[src/rtl/prince_sbox_layer_ctrl_if.sv]
// Bundle of the request/response and S-box side signals of the PRINCE
// S-box layer controller. The slave side is the controller itself; the
// master side is its environment (requester plus the S-box instance).
interface prince_sbox_layer_ctrl_if;
    logic        start_i;
    logic [63:0] state1_i;
    logic [63:0] state2_i;
    logic [63:0] state3_i;
    logic        busy_o;
    logic        done_o;
    logic [63:0] state1_o;
    logic [63:0] state2_o;
    logic [63:0] state3_o;
    logic [3:0]  sb_in1_o;
    logic [3:0]  sb_in2_o;
    logic [3:0]  sb_in3_o;
    logic [3:0]  sb_out1_i;
    logic [3:0]  sb_out2_i;
    logic [3:0]  sb_out3_i;
    logic        rnd_en_o;

    modport master (
        output start_i, state1_i, state2_i, state3_i,
        output sb_out1_i, sb_out2_i, sb_out3_i,
        input  busy_o, done_o, state1_o, state2_o, state3_o,
        input  sb_in1_o, sb_in2_o, sb_in3_o, rnd_en_o
    );

    modport slave (
        input  start_i, state1_i, state2_i, state3_i,
        input  sb_out1_i, sb_out2_i, sb_out3_i,
        output busy_o, done_o, state1_o, state2_o, state3_o,
        output sb_in1_o, sb_in2_o, sb_in3_o, rnd_en_o
    );
endinterface

[src/rtl/prince_sbox_layer_ctrl.sv]
// Serialising controller for the PRINCE S-box layer on a 3-share masked
// 64-bit state. Nibbles of each share are streamed into one pipelined
// masked S-box, tracked by a token pipe, and reassembled per share.
// The three shares travel in fully separate registers end to end.
module prince_sbox_layer_ctrl #(
    parameter int unsigned SBOX_LAT = 6
) (
    input logic                    clk,
    input logic                    rst_i,
    prince_sbox_layer_ctrl_if.slave bus
);

    localparam int LAT = int'(SBOX_LAT);

    typedef enum logic [1:0] {
        ST_IDLE  = 2'd0,
        ST_FEED  = 2'd1,
        ST_DRAIN = 2'd2,
        ST_DONE  = 2'd3
    } state_t;

    state_t          state_r;
    state_t          state_next_s;
    logic [3:0]      feed_cnt_r;
    logic [3:0]      cap_cnt_r;
    logic [63:0]     sh1_r, sh2_r, sh3_r;
    logic [63:0]     wk1_r, wk2_r, wk3_r;
    logic [63:0]     wk1_cap_s, wk2_cap_s, wk3_cap_s;
    logic [63:0]     out1_r, out2_r, out3_r;
    logic [3:0]      sb_in1_r, sb_in2_r, sb_in3_r;
    logic            sb_vld_r;
    logic [LAT-1:0]  tok_r;
    logic [LAT-1:0]  tok_next_s;
    logic            busy_r, done_r, rnd_en_r;
    logic            accept_s, feed_more_s, capture_s, cap_last_s;
    logic            vld_next_s, rnd_next_s;

    // Next-state, token-pipe shift and per-share capture merge.
    always_comb begin
        accept_s    = bus.start_i && ((state_r == ST_IDLE) || (state_r == ST_DONE));
        feed_more_s = (state_r == ST_FEED) && (feed_cnt_r != 4'd15);
        capture_s   = tok_r[LAT-1];
        cap_last_s  = capture_s && (cap_cnt_r == 4'd15);
        // sb_in holds a live nibble in the cycle after it is loaded; the
        // token enters the pipe one edge later so it exits with the result.
        vld_next_s  = accept_s || feed_more_s;

        tok_next_s    = {LAT{1'b0}};
        tok_next_s[0] = sb_vld_r;
        for (int i = 1; i < LAT; i++) begin
            tok_next_s[i] = tok_r[i-1];
        end

        state_next_s = state_r;
        case (state_r)
            ST_IDLE:  state_next_s = accept_s ? ST_FEED : ST_IDLE;
            ST_FEED:  state_next_s = (feed_cnt_r == 4'd15) ? ST_DRAIN : ST_FEED;
            ST_DRAIN: state_next_s = cap_last_s ? ST_DONE : ST_DRAIN;
            ST_DONE:  state_next_s = accept_s ? ST_FEED : ST_IDLE;
            default:  state_next_s = ST_IDLE;
        endcase

        rnd_next_s = (state_next_s == ST_FEED) || vld_next_s || (tok_next_s != {LAT{1'b0}});

        wk1_cap_s = wk1_r;
        wk2_cap_s = wk2_r;
        wk3_cap_s = wk3_r;
        wk1_cap_s[{cap_cnt_r, 2'b00} +: 4] = bus.sb_out1_i;
        wk2_cap_s[{cap_cnt_r, 2'b00} +: 4] = bus.sb_out2_i;
        wk3_cap_s[{cap_cnt_r, 2'b00} +: 4] = bus.sb_out3_i;
    end

    // FSM, counters, token pipe and all registered outputs.
    always_ff @(posedge clk) begin
        if (rst_i) begin
            state_r    <= ST_IDLE;
            feed_cnt_r <= 4'd0;
            cap_cnt_r  <= 4'd0;
            sh1_r      <= 64'h0;
            sh2_r      <= 64'h0;
            sh3_r      <= 64'h0;
            wk1_r      <= 64'h0;
            wk2_r      <= 64'h0;
            wk3_r      <= 64'h0;
            out1_r     <= 64'h0;
            out2_r     <= 64'h0;
            out3_r     <= 64'h0;
            sb_in1_r   <= 4'h0;
            sb_in2_r   <= 4'h0;
            sb_in3_r   <= 4'h0;
            sb_vld_r   <= 1'b0;
            tok_r      <= {LAT{1'b0}};
            busy_r     <= 1'b0;
            done_r     <= 1'b0;
            rnd_en_r   <= 1'b0;
        end else begin
            state_r  <= state_next_s;
            busy_r   <= (state_next_s == ST_FEED) || (state_next_s == ST_DRAIN);
            done_r   <= cap_last_s;
            rnd_en_r <= rnd_next_s;
            sb_vld_r <= vld_next_s;
            tok_r    <= tok_next_s;

            // Nibble 0 goes out on the accepting edge; the shift registers
            // keep the full share so nibble k+1 sits at [7:4] on FEED edge k.
            if (accept_s) begin
                sh1_r      <= bus.state1_i;
                sh2_r      <= bus.state2_i;
                sh3_r      <= bus.state3_i;
                sb_in1_r   <= bus.state1_i[3:0];
                sb_in2_r   <= bus.state2_i[3:0];
                sb_in3_r   <= bus.state3_i[3:0];
                feed_cnt_r <= 4'd0;
            end else if (state_r == ST_FEED) begin
                feed_cnt_r <= feed_cnt_r + 4'd1;
                if (feed_more_s) begin
                    sb_in1_r <= sh1_r[7:4];
                    sb_in2_r <= sh2_r[7:4];
                    sb_in3_r <= sh3_r[7:4];
                    sh1_r    <= {4'h0, sh1_r[63:4]};
                    sh2_r    <= {4'h0, sh2_r[63:4]};
                    sh3_r    <= {4'h0, sh3_r[63:4]};
                end else begin
                    sb_in1_r <= 4'h0;
                    sb_in2_r <= 4'h0;
                    sb_in3_r <= 4'h0;
                end
            end else begin
                sb_in1_r <= 4'h0;
                sb_in2_r <= 4'h0;
                sb_in3_r <= 4'h0;
            end

            if (accept_s) begin
                cap_cnt_r <= 4'd0;
            end else if (capture_s) begin
                cap_cnt_r <= cap_cnt_r + 4'd1;
                wk1_r     <= wk1_cap_s;
                wk2_r     <= wk2_cap_s;
                wk3_r     <= wk3_cap_s;
            end else begin
                cap_cnt_r <= cap_cnt_r;
            end

            // Published result changes only together with done_o.
            if (cap_last_s) begin
                out1_r <= wk1_cap_s;
                out2_r <= wk2_cap_s;
                out3_r <= wk3_cap_s;
            end else begin
                out1_r <= out1_r;
            end
        end
    end

    assign bus.busy_o   = busy_r;
    assign bus.done_o   = done_r;
    assign bus.rnd_en_o = rnd_en_r;
    assign bus.sb_in1_o = sb_in1_r;
    assign bus.sb_in2_o = sb_in2_r;
    assign bus.sb_in3_o = sb_in3_r;
    assign bus.state1_o = out1_r;
    assign bus.state2_o = out2_r;
    assign bus.state3_o = out3_r;

endmodule
[src/flat_wrapper.sv]
// flat-port wrapper written by rule: the top's interface ports become plain ports
module prince_sbox_layer_ctrl_flat 
#(
    parameter int unsigned SBOX_LAT = 6
)
  (clk, rst_i, bus_start_i, bus_state1_i, bus_state2_i, bus_state3_i, bus_sb_out1_i, bus_sb_out2_i, bus_sb_out3_i, bus_busy_o, bus_done_o, bus_state1_o, bus_state2_o, bus_state3_o, bus_sb_in1_o, bus_sb_in2_o, bus_sb_in3_o, bus_rnd_en_o);
  prince_sbox_layer_ctrl_if bus_i ();
  input logic clk;
  input logic rst_i;
  input wire logic [$bits(bus_i.start_i)-1:0] bus_start_i;
  input wire logic [$bits(bus_i.state1_i)-1:0] bus_state1_i;
  input wire logic [$bits(bus_i.state2_i)-1:0] bus_state2_i;
  input wire logic [$bits(bus_i.state3_i)-1:0] bus_state3_i;
  input wire logic [$bits(bus_i.sb_out1_i)-1:0] bus_sb_out1_i;
  input wire logic [$bits(bus_i.sb_out2_i)-1:0] bus_sb_out2_i;
  input wire logic [$bits(bus_i.sb_out3_i)-1:0] bus_sb_out3_i;
  output wire logic [$bits(bus_i.busy_o)-1:0] bus_busy_o;
  output wire logic [$bits(bus_i.done_o)-1:0] bus_done_o;
  output wire logic [$bits(bus_i.state1_o)-1:0] bus_state1_o;
  output wire logic [$bits(bus_i.state2_o)-1:0] bus_state2_o;
  output wire logic [$bits(bus_i.state3_o)-1:0] bus_state3_o;
  output wire logic [$bits(bus_i.sb_in1_o)-1:0] bus_sb_in1_o;
  output wire logic [$bits(bus_i.sb_in2_o)-1:0] bus_sb_in2_o;
  output wire logic [$bits(bus_i.sb_in3_o)-1:0] bus_sb_in3_o;
  output wire logic [$bits(bus_i.rnd_en_o)-1:0] bus_rnd_en_o;
  assign bus_i.start_i = bus_start_i;
  assign bus_i.state1_i = bus_state1_i;
  assign bus_i.state2_i = bus_state2_i;
  assign bus_i.state3_i = bus_state3_i;
  assign bus_i.sb_out1_i = bus_sb_out1_i;
  assign bus_i.sb_out2_i = bus_sb_out2_i;
  assign bus_i.sb_out3_i = bus_sb_out3_i;
  assign bus_busy_o = bus_i.busy_o;
  assign bus_done_o = bus_i.done_o;
  assign bus_state1_o = bus_i.state1_o;
  assign bus_state2_o = bus_i.state2_o;
  assign bus_state3_o = bus_i.state3_o;
  assign bus_sb_in1_o = bus_i.sb_in1_o;
  assign bus_sb_in2_o = bus_i.sb_in2_o;
  assign bus_sb_in3_o = bus_i.sb_in3_o;
  assign bus_rnd_en_o = bus_i.rnd_en_o;
  prince_sbox_layer_ctrl #(.SBOX_LAT(SBOX_LAT)) u_core (.clk(clk), .rst_i(rst_i), .bus(bus_i));
endmodule
[config.mk]
export PLATFORM = sky130hd
export DESIGN_NAME = prince_sbox_layer_ctrl_flat
export DESIGN_NICKNAME = d
export VERILOG_FILES = /design/src/rtl/prince_sbox_layer_ctrl_if.sv /design/src/rtl/prince_sbox_layer_ctrl.sv /design/src/flat_wrapper.sv
export SDC_FILE = /design/constraint.sdc
export NUM_CORES = 1
export LEC_CHECK = 0
export ABC_AREA = 1
export CAP_MARGIN = 20
export CORE_UTILIZATION = 59
export DETAILED_ROUTE_END_ITERATION = 8
export PLACE_DENSITY = 0.86
export SYNTH_ARGS = -nofsm -noshare
export SYNTH_HDL_FRONTEND = slang
export SYNTH_SLANG_ARGS = --single-unit
export TNS_END_PERCENT = 30
[constraint.sdc]
create_clock -name clk -period 4.4 [get_ports clk]
set_clock_uncertainty 0.15 [all_clocks]
set_input_delay 0.88 -clock clk [delete_from_list [all_inputs] [get_ports clk]]
set_output_delay 0.88 -clock clk [all_outputs]
set_load 0.005 [all_outputs]
After elaboration in Yosys (flattened, before gate mapping)
Cells that the tools add are included.
{"block": "totals", "out_inout_bits": 207, "input_bits": 207, "reg_bits": 608}
{"block": "classes", "shifts": 4, "n_eq_ne": 8, "bitwise_logic": 1, "reduce_logical": 16, "mux": 25, "add_sub_neg": 3}
{"op": "64-bit 2-to-1 mux", "n": 9}
{"op": "64-bit bitwise mux", "n": 3}
{"op": "4-bit by 8-bit variable part select with 64-bit output", "n": 3}
{"op": "4-bit by 8-bit variable shift with 64-bit output (first input constant)", "n": 1}
{"op": "4-bit 2-to-1 mux", "n": 9}
{"op": "4-bit by 1-bit adder with 4-bit output (second input constant)", "n": 2}
{"op": "4-bit == test (second input constant)", "n": 2}
{"op": "6-bit negation with 8-bit output", "n": 1}
{"op": "2-bit == test (second input constant)", "n": 3}
{"op": "2-bit one-hot mux with 3 select lines", "n": 1}
{"op": "6-bit nonzero test", "n": 1}
{"op": "1-bit logical OR", "n": 5}
{"op": "2-bit by 1-bit == test with 1-bit output (second input constant)", "n": 2}
{"op": "4-bit != test (second input constant)", "n": 1}
{"op": "2-bit AND reduction", "n": 2}
{"op": "2-bit nonzero test", "n": 2}
{"op": "2-bit OR reduction", "n": 2}
{"op": "1-bit logical AND", "n": 3}
{"op": "2-bit logical NOT", "n": 1}
{"op": "1-bit 2-to-1 mux", "n": 2}
{"op": "2-bit 2-to-1 mux", "n": 1}
{"op": "1-bit NOT", "n": 1}

Depth between registers and ports, before layout
{"block": "logic_depth", "depth_word": 8, "depth_mapped": 15}

Least setup slack after synthesis
OpenSTA, ideal clock, no wires.
{"block": "synth_path", "kind": "input port to flip-flop", "from": "input port bus_start_i", "to": "register u_core.rnd_en_r, in the netlist u_core.bus.rnd_en_o", "t_arrival_ns": 2.054, "path_slack_ns": 2.064, "cell_stages": 8, "required_time_ns": 4.117, "cell_sequence": "nand2_1 inv_2 nor2_1 buf_2 a21oi_1 ha_1 nor4_1 a31oi_1"}
{"block": "synth_via", "elab_chain_cells": 6}
{"item": "start, declared", "line": "flat_wrapper.sv:10", "source": "input wire logic [$bits(bus_i.start_i)-1:0] bus_start_i;"}
{"item": "1-bit logical AND", "line": "prince_sbox_layer_ctrl.sv:40", "source": "accept_s = bus.start_i && ((state_r == ST_IDLE) || (state_r == ST_DONE));"}
{"item": "1-bit 2-to-1 mux", "line": "prince_sbox_layer_ctrl.sv:56, prince_sbox_layer_ctrl.sv:59"}
{"item": "2-bit one-hot mux with 3 select lines", "line": "prince_sbox_layer_ctrl.sv:55", "source": "case (state_r)"}
{"item": "via u_core.state_next_s[0]", "line": "prince_sbox_layer_ctrl.sv:23", "source": "state_t state_next_s;"}
{"item": "2-bit by 1-bit == test with 1-bit output", "line": "prince_sbox_layer_ctrl.sv:63", "source": "rnd_next_s = (state_next_s == ST_FEED) || vld_next_s || (tok_next_s != {LAT{1'b0}});"}
{"item": "1-bit logical OR (2 in a row)", "line": "prince_sbox_layer_ctrl.sv:63"}
{"item": "end signal, assigned", "line": "prince_sbox_layer_ctrl.sv:100", "source": "rnd_en_r <= rnd_next_s;"}
{"item": "end, declared", "line": "prince_sbox_layer_ctrl.sv:34", "source": "logic busy_r, done_r, rnd_en_r;"}
The timed path passes the listed nets, and every way through them passes these cells.
A chain may end at the register's enable or synchronous reset.

Worst setup path after layout
{"block": "layout_path", "from": "register u_core.cap_cnt_r[0]", "to": "register u_core.out2_r[24], in the netlist u_core.bus.state2_o[24]"}
{"block": "layout_via", "elab_chain_cells": 3}
{"item": "start, declared", "line": "prince_sbox_layer_ctrl.sv:25", "source": "logic [3:0] cap_cnt_r;"}
{"item": "start signal, assigned", "line": "prince_sbox_layer_ctrl.sv:137", "source": "cap_cnt_r <= cap_cnt_r + 4'd1;"}
{"item": "start signal, assigned", "line": "prince_sbox_layer_ctrl.sv:142", "source": "cap_cnt_r <= cap_cnt_r;"}
{"item": "6-bit negation with 8-bit output", "line": "prince_sbox_layer_ctrl.sv:69", "source": "wk2_cap_s[{cap_cnt_r, 2'b00} +: 4] = bus.sb_out2_i;"}
{"item": "4-bit by 8-bit variable part select with 64-bit output / 4-bit by 8-bit variable shift with 64-bit output (equally long branches)", "line": "prince_sbox_layer_ctrl.sv:69"}
{"item": "64-bit bitwise mux", "line": "prince_sbox_layer_ctrl.sv:69"}
{"item": "end signal, assigned", "line": "prince_sbox_layer_ctrl.sv:148", "source": "out2_r <= wk2_cap_s;"}
{"item": "end, declared", "line": "prince_sbox_layer_ctrl.sv:29", "source": "logic [63:0] out1_r, out2_r, out3_r;"}
Parallel ways exist; a longest one is shown, timed or not.

==> reports/metrics.csv <==
metric,value,unit
max_cap viols,0,
Hold Path Class,reg -> reg,
Vias/cell,5.36,
CTS Buffer Depth,3,
vias,26800,
IO Count,414,
first-pass GRT wire length,124000,um
WS Path Type,reg -> reg,
pins over their slew limit,0,
register area,11900,um^2
Max Fclk,0.318,GHz
CTS tree,yes,
GRT overflow,0,
xor/xnor share of the synthesized area,0.0650,%
"most common cell after layout, fill and taps aside",nand2_1,
Synth Warn #,0,
CTS H-tree depth,2,
crit path cell chain,"buf_4, inv_2, ha_1, inv_1, nand2_1, nand2_1, nand2_2, nor2_4, nand2_1, nand2_1, nand3_1, nand2_1, inv_1",
DPL Wire Length,51100,um
initial antenna violation count,3,
number of global-route vias before repair,24200,
largest family of logic cells by synthesized area,simple AND/OR/NAND/NOR gates,
Critical Path RT,4.78,ns
Resized cells post-CTS,0,
Finished Layout Cells,4999,
CP Capture Type,flop,
layout cells sized above 1,3.97,%
Tmin final,3.15,ns
CP max FO,17,
initial core utilization,60.4,%
crit-path max cell delay,0.55,ns
number of port buffers,413,
sequential fraction of the synthesis area,44.3,%
Chip Width,216,um
DRT antenna net count,0,
compound-cell area share of the yosys netlist,6.79,%
peak supply drop,0.330,mV
leakage power,14.4,nW
Fin Hold WS,0.251,ns
largest net degree at the start of global routing,195,
Worst slew margin,36.1,%
DRT iter0 DRCs,2828,
unrepaired setup endpoints after global routing,false,
root buffer cell,clkbuf_16,
Multi-input gate area,12000,um^2
Synth Area in Adders,0.325,%
WP buf/inv,4,
hold_buf cts,0,
syn avg cell area,6.53,um^2
Die ar.,46500,um^2
setup TNS,0,ns
synth unique cells,25,
area delta synth->final,23.0,%
mapped cell area,26900,um^2
post-CTS setup buffers,0,
CTS clock-pin slew for the worst setup and hold paths,0.06,ns
mux cell area share after synthesis,0,%
most frequent cells in the layout,"nand2_1, nor2_1, dfxtp_1",
row count,77,
Detailed Route WL,77800,um
Num CTS Buffers,60,
WL/cell,15.6,um
post-route clock period utilization,71.6,%
CP Launch Type,flop,
# nets final,4568,
Final Setup Violations,0,
Syn Nets,4340,
Placer Congestion,0.929,
total track usage,32.8,%
clk sink count,596,
CORE AREA,44600,um^2
outcome,"complete, no violations",
drt pass-1 iters,8,
fillers,3517,
Cell Pwr Density,352,nW/um^2
cell mode on critical path,nand2_1,
drt drc,0,
top cell family by delay on the critical path,simple AND/OR/NAND/NOR gates,
register bit total from synthesis,596,
Cells after DPL,4884,
Slowest cell on crit path,nand2_1,
Die Span Y,216,um
Post-Synth Simple-Gate Area,37.2,%
Fin. Hold Viols,0,
Skew-Pair Late Insertion Delay,0.63,ns
"Data arrival, critical path",3.52,ns
worst-margin pin slew,0.959,ns
Synth Instances,4126,
==> cell usage after synthesis <==
| master | number | area, um^2 |
|---|---|---|
| nand3_1 | 593 | 2970 |
| nand2_1 | 1026 | 3850 |
| o211ai_1 | 48 | 360 |
| clkbuf_1 | 144 | 541 |
| xor2_1 | 1 | 8.76 |
| xnor2_1 | 1 | 8.76 |
| and2_1 | 1 | 6.26 |
| o21ai_0 | 40 | 200 |
| a31oi_1 | 169 | 1060 |
| inv_2 | 7 | 26.3 |
| nand4_1 | 2 | 12.5 |
| nand2_2 | 4 | 25.0 |
| buf_1 | 35 | 131 |
| nor2_1 | 803 | 3010 |
| dfxtp_1 | 596 | 11900 |
| o21ai_1 | 10 | 50.1 |
| buf_2 | 105 | 526 |
| nor2_2 | 8 | 50.1 |
| buf_4 | 8 | 60.1 |
| a21oi_1 | 32 | 160 |
| nor3_1 | 13 | 65.1 |
| nor2_4 | 3 | 33.8 |
| nor4_1 | 1 | 6.26 |
| inv_1 | 469 | 1760 |
| ha_1 | 7 | 87.6 |
==> metrics by stage <==
step                power, mW  area (um^2)  setup slack (ns)  util (%)
floorplan                6.13        26900              2.06         -
global placement         6.48        31100              1.32      69.7
detailed placement       6.49        31100              1.25      69.7
CTS                      11.7        33100              1.33      74.3
global route             12.0        33100              1.08      74.3
finish                   11.7        33100              1.25      74.3
==> flip-flops by register name (all words and copies together), names as in the netlist <==
signal / count
u_core.bus.sb_in2_o: 4
u_core.bus.state3_o: 64
u_core.wk2_r: 64
u_core.bus.state2_o: 64
u_core.cap_cnt_r: 4
u_core.bus.sb_in3_o: 4
u_core.bus.rnd_en_o: 1
u_core.feed_cnt_r: 4
u_core.sb_vld_r: 1
u_core.bus.state1_o: 64
u_core.sh1_r: 60
u_core.state_r: 2
u_core.bus.sb_in1_o: 4
u_core.wk1_r: 64
u_core.sh3_r: 60
u_core.bus.done_o: 1
u_core.sh2_r: 60
u_core.bus.busy_o: 1
u_core.wk3_r: 64
u_core.tok_r: 6
==> worst reg2reg max path: stages, from the launching register on <==
cell and delay [ns]:
dfxtp_1 0.31, buf_4 0.21, inv_2 0.09, ha_1 0.24, inv_1 0.06, nand2_1 0.07
nand2_1 0.27, nand2_2 0.10, nor2_4 0.48, nand2_1 0.56, nand2_1 0.26, nand3_1 0.11
nand2_1 0.08, inv_1 0.04
==> layout make-up <==
| cell class | instances | area share, % |
|---|---|---|
| Clock buffer | 77 | 5.00 |
| Multi-Input combinational cell | 2762 | 36.2 |
| Inverter | 476 | 5.41 |
| Clock inverter | 35 | 1.14 |
| Antenna cell | 3 | 0.0227 |
| Timing Repair Buffer | 458 | 14.0 |
| Tap cell | 592 | 2.23 |
| Sequential cell | 596 | 36.0 |
==> layer usage <==
layer / vias to the layer above / track usage, % / wire length, um
li1: 13300 / - / -
met1: 12100 / 41.0 / 31000
met2: 1120 / 53.4 / 36000
met3: 225 / 6.79 / 6910
met4: 0 / 16.6 / 3880
met5: - / 0 / 0
==> power by group <==
part | total (mW) | leakage (nW) | switching (mW) | internal, mW
sequential | 5.60 | 4.83 | 0.0756 | 5.53
combinational | 0.779 | 8.60 | 0.456 | 0.323
clock | 5.27 | 1.01 | 2.20 | 3.07
total | 11.7 | 14.4 | 2.73 | 8.92
==> worst paths after layout <==
| kind | from | end | slack, ns | cells after the start |
|---|---|---|---|---|
| worst min register to register | u_core.tok_r[3] | u_core.tok_r[4] | 0.25 | 2 |
| worst max register to register | u_core.cap_cnt_r[0] | u_core.bus.state2_o[24] | 1.25 | 13 |
| worst max-delay path | u_core.cap_cnt_r[0] | u_core.bus.state2_o[24] | 1.25 | 13 |
| worst min-delay path | u_core.tok_r[3] | u_core.tok_r[4] | 0.25 | 2 |
==> kinds of logic (layout without fill, tap and decap cells) <==
family | Yosys count | after routing
AO/OA/AOI/OAI | 299 | 299
XOR/XNOR | 2 | 2
adder cells (fa/ha/maj) | 7 | 7
buffers and inverters | 768 | 1046
flip-flops | 596 | 596
other | 0 | 3
AND/OR/NAND/NOR | 2454 | 2454
No activity file was read; power rests on OpenSTA's default activity.
